===== config.mk =====
export PLATFORM = sky130hd
export DESIGN_NAME = cell_cfg_loader
export DESIGN_NICKNAME = d
export VERILOG_FILES = /design/src/rtl/cell_cfg_loader.sv
export SDC_FILE = /design/constraint.sdc
export NUM_CORES = 1
export LEC_CHECK = 0
export ABC_CLOCK_PERIOD_IN_PS = 2000
export CORE_AREA = 2 2 84 94
export CTS_CLUSTER_SIZE = 12
export DETAILED_ROUTE_END_ITERATION = 7
export DIE_AREA = 0 0 86 96
export GPL_ROUTABILITY_DRIVEN = 0
export PLACE_DENSITY = 0.73
export RECOVER_POWER = 100
export SETUP_SLACK_MARGIN = 0.02
export SYNTH_ARGS = -nofsm -noshare
export SYNTH_HDL_FRONTEND = slang
export SYNTH_SLANG_ARGS = --single-unit

===== constraint.sdc =====
create_clock -name CLK -period 2 [get_ports CLK]
set_input_delay 0.4 -clock CLK [delete_from_list [all_inputs] [get_ports CLK]]
set_output_delay 0.4 -clock CLK [all_outputs]
set_load 0.01 [all_outputs]

===== src/rtl/cell_cfg_loader.sv =====
// Framed byte-stream writer for C2/S2 mux cells: validates each
// header/index/payload/checksum record and holds one config word until committed.
module cell_cfg_loader #(
    parameter int N      = 4,
    parameter int NCELLS = 8,
    localparam int CFG_W  = 4 * N + 4,
    localparam int ADDR_W = (NCELLS > 1) ? $clog2(NCELLS) : 1
) (
    input  logic              CLK,
    input  logic              CLR,
    input  logic [7:0]        in_data,
    input  logic              in_valid,
    output logic              in_ready,
    output logic [ADDR_W-1:0] cfg_addr,
    output logic [CFG_W-1:0]  cfg_data,
    output logic              cfg_valid,
    input  logic              cfg_ready,
    output logic              frame_err,
    output logic [7:0]        frame_cnt
);

    localparam int CFG_BYTES = (CFG_W + 7) / 8;
    localparam int CNT_W     = (CFG_BYTES > 1) ? $clog2(CFG_BYTES) : 1;
    localparam logic [CNT_W-1:0] LAST_BYTE = CNT_W'(CFG_BYTES - 1);
    localparam logic [7:0] HEADER = 8'hA5;

    typedef enum logic [2:0] {
        S_HUNT,
        S_INDEX,
        S_PAYLOAD,
        S_CHECK,
        S_HOLD
    } state_t;

    state_t state, state_nxt;

    logic             rdy_en;
    logic [7:0]       idx;
    logic [7:0]       csum;
    logic [CNT_W-1:0] cnt;
    logic [CFG_W-1:0] payload;
    logic             xfer;
    logic             commit;
    logic             idx_ok;
    logic             rec_good;

    // rdy_en keeps in_ready low until the first edge after reset release
    assign in_ready = rdy_en && (state != S_HOLD);
    assign xfer     = in_valid && in_ready;
    assign commit   = cfg_valid && cfg_ready;
    assign idx_ok   = ({24'd0, idx} < 32'(NCELLS));
    assign rec_good = idx_ok && (csum == in_data);

    always_ff @(posedge CLK or negedge CLR) begin
        if (!CLR) state <= S_HUNT;
        else      state <= state_nxt;
    end

    always_comb begin
        state_nxt = state;
        case (state)
            S_HUNT:    if (xfer && in_data == HEADER) state_nxt = S_INDEX;
            S_INDEX:   if (xfer) state_nxt = S_PAYLOAD;
            S_PAYLOAD: if (xfer && cnt == LAST_BYTE) state_nxt = S_CHECK;
            S_CHECK:   if (xfer) state_nxt = rec_good ? S_HOLD : S_HUNT;
            S_HOLD:    if (commit) state_nxt = S_HUNT;
            default:   state_nxt = S_HUNT;
        endcase
    end

    always_ff @(posedge CLK or negedge CLR) begin
        if (!CLR) begin
            rdy_en    <= 1'b0;
            idx       <= '0;
            csum      <= '0;
            cnt       <= '0;
            payload   <= '0;
            cfg_addr  <= '0;
            cfg_data  <= '0;
            cfg_valid <= 1'b0;
            frame_err <= 1'b0;
            frame_cnt <= '0;
        end else begin
            rdy_en    <= 1'b1;
            frame_err <= 1'b0;
            case (state)
                S_INDEX: if (xfer) begin
                    idx  <= in_data;
                    csum <= in_data;
                    cnt  <= '0;
                end
                S_PAYLOAD: if (xfer) begin
                    // only bits below CFG_W are stored; the rest still feed the checksum
                    for (int unsigned i = 0; i < CFG_W; i++) begin
                        if (cnt == CNT_W'(i / 8)) payload[i] <= in_data[3'(i % 8)];
                    end
                    csum <= csum ^ in_data;
                    cnt  <= cnt + 1'b1;
                end
                S_CHECK: if (xfer) begin
                    if (rec_good) begin
                        cfg_valid <= 1'b1;
                        cfg_addr  <= idx[ADDR_W-1:0];
                        cfg_data  <= payload;
                    end else begin
                        frame_err <= 1'b1;
                    end
                end
                S_HOLD: if (commit) begin
                    cfg_valid <= 1'b0;
                    frame_cnt <= frame_cnt + 8'd1;
                end
                default: ;
            endcase
        end
    end

endmodule

==> summary.txt <==
Status
  • Status: complete, but fails checks
  • Failing checks: negative setup slack

Clocking
  • Total clock sinks: 75
  • Worst-path clk slew: 0.08 ns
  • Maximum root-to-sink buffer count: 2
  • CTS tree: built
  • Clk Latency, worst-skew pair: 0.35 ns
  • Htree depth: 3
  • CTS root buf: clkbuf_8
  • CTS Buf Count: 9

Floorplanning
  • I/O pins: 46
  • Area of the core: 7310 um^2
  • Die Wd: 86 um
  • Die Span Y: 96 um
  • Row cnt: 33
  • Initial core utilization: 0.475
  • Die ar.: 8260 um^2

Global routing
  • Vias in the first global route: 2405
  • GRT Overall Usage: 0.195
  • Initial antenna violation count: 0
  • Largest net degree at the start of global routing: 35
  • Total congestion overflow: 0
  • First-pass GRT wire length: 12.0 mm

Synthesis
  • Post-Syn Nets: 297
  • Syn. warnings: 0
  • EDFF count, synth: 0
  • Top_reg_cell synth: dfrtp_1
  • Asr flop ratio synth: 1.00
  • FF+latch count, synth: 75
  • Seq/Total Area, Yosys: 0.540
  • Avg Inst Size Synth: 12.4 um^2
  • Synth Cell Area: 3470 um^2
  • Post-synth cell types: 40
  • Synthesized netlist cell count: 281

Worst setup path
  • WP data required: 2.24 ns
  • Max FO, Critical Path: 4
  • Reg2reg start: csum[7]
  • CP arrival: 2.24 ns
  • Largest stage delay on the critical path: 0.43 ns
  • Startpoint types: register
  • Worst Setup SP: csum[7]
  • CP Cell Sequence: xnor2_2, nand4_1, nor4_4, buf_4, clkbuf_16, mux2_4
  • Setup crit end kind: register
  • CP max-delay cell: dfrtp_2
  • WS Path Type: reg2reg

Hold path
  • HP Start: frame_cnt[7]
  • Hold Path Class: reg2reg

Final layout
  • Final core occ: 0.621
  • Area Growth Syn to Fin: 30.7%
  • Final net count: 375
  • Most frequent cells in the layout: 71 x dfrtp_1, 34 x dlygate4sd3_1, 29 x mux2_2
  • Share of cells above drive strength 1: 0.321
  • ANT cells: 0
  • Commonest non-fill, non-tap cell in the layout: dfrtp_1

STA
  • Final setup viols: 4
  • Max Fclk: 498 MHz
  • Clk_skew: 0.00807 ns
  • Unrepaired setup endpoints after global routing: yes
  • Relative slew slack: 0.583
  • Hold Vio Cnt, Final: 0
  • Min cycle time layout: 2.01 ns
  • Max-slew violations: 0
  • Worst-margin pin slew: 0.626 ns
  • PnR worst setup slack: -0.00718 ns
  • Tcrit/Tclk final: 1.00

Detailed routing
  • DRC Markers: 0
  • Post-route ant nets: 0
  • Via count: 2473
  • Drt first pass iters: 5
  • Drt total wl: 7.87 mm
  • Vias per inst: 5.48
  • Routed len/inst: 17.4 um
  • DR iter-0 viols: 178

Placed design
  • Port bufs: 45
  • Dpl hpwl: 4.97 mm

Power
  • Max VDD drop: 0.000434 V
  • P_leak: 2.25 nW
  • Pwr/cell area: 952 nW/um^2
  • Final Power: 4.32 mW

Flow run
  • Max-cap violations: 0
state kept, by name (all words and copies together) (netlist names):
register / flops
cfg_addr: 3
csum: 8
cnt: 2
state: 3
idx: 8
frame_err: 1
rdy_en: 1
cfg_data: 20
frame_cnt: 8
payload: 20
cfg_valid: 1
timing repair:
item	in CTS	in global routing
gates cloned	1	1
endpoints found under the hold margin	23	0
pin swaps	4	5
setup endpoints to repair	15	30
hold buffers	1	0
buffers inserted	7	5
resized for setup	15	18
worst paths after layout:
check	slack, ns	depth (start not counted)	to
max in group asynchronous	0.43	3	csum[7]
max	-0.007	6	cfg_data[19]
max reg2reg	-0.007	6	cfg_data[19]
min reg2reg	0.47	1	frame_cnt[7]
min in group asynchronous	0.59	2	cnt[1]
min	0.47	1	frame_cnt[7]
cells by family (layout without fill, tap and decap cells):
group	Yosys count	after routing	share of synthesized area
flops	75	75	0.540
simple gates	69	69	0.106
mux	53	53	0.187
compound gates	40	40	0.0778
buf+inv	23	106	0.0338
xor+xnor	16	16	0.0403
fa+ha+maj	4	4	0.0144
other cells	1	1	0.00108
where the power goes:
group	switching (mW)	internal (mW)	total [mW]
clock	0.578	0.576	1.15
sequential	0.172	1.74	1.91
combinational	0.659	0.593	1.25
total	1.41	2.91	4.32
layer usage:
layer	GRT usage	vias to the layer above	wire, um
li1	-	1154	-
met1	0.252	1258	3330
met2	0.317	52	4070
met3	0.0420	9	347
met4	0.0833	0	118
met5	0	-	0
worst max-delay path: cells and delay by family (launching register included):
family        cells  cell delay (ns)
buf+inv           2             0.36
xor+xnor          1             0.16
mux               1             0.29
simple gates      2             0.65
flops             1             0.43
final cells by class:
cell class	count	area, um^2
inverter	3	11.3
multi-input combinational	183	1560
fill	554	2770
tap	87	109
clock inverter	6	63.8
sequential	75	1880
clock buffer	10	128
timing repair buffer	87	791
Yosys cell counts, drive strengths merged, types with 2 or more instances:
cell	n	share of area
nand2b	8	0.014
mux2	52	0.18
buf	8	0.018
a31oi	8	0.014
nor3	3	0.0043
a211oi	8	0.017
nand4	4	0.0072
a21oi	11	0.016
xnor2	13	0.033
xor2	3	0.0076
o31ai	8	0.017
nand2	14	0.017
nand3	4	0.0058
o2bb2ai	2	0.0050
nor2	25	0.027
dfrtp	75	0.54
inv	3	0.0032
ha	4	0.014
nor3b	2	0.0058
clkbuf	12	0.013
per-stage QoR:
stage / hold WS, ns / TNS [ns] / area (um^2) / std cells / worst slack (ns)
after floorplan: 0.104 / -0.452 / 3550 / 281 / -0.0502
after global placement: 0.331 / -11.35 / 4200 / 421 / -0.390
after detailed placement: 0.331 / -12.37 / 4200 / 421 / -0.416
after CTS: 0.480 / 0 / 4480 / 446 / 0.0179
after global routing: 0.505 / -0.106 / 4540 / 451 / -0.0205
final: 0.470 / -0.0112 / 4540 / 451 / -0.00718
No activity file was read; power rests on OpenSTA's default activity.
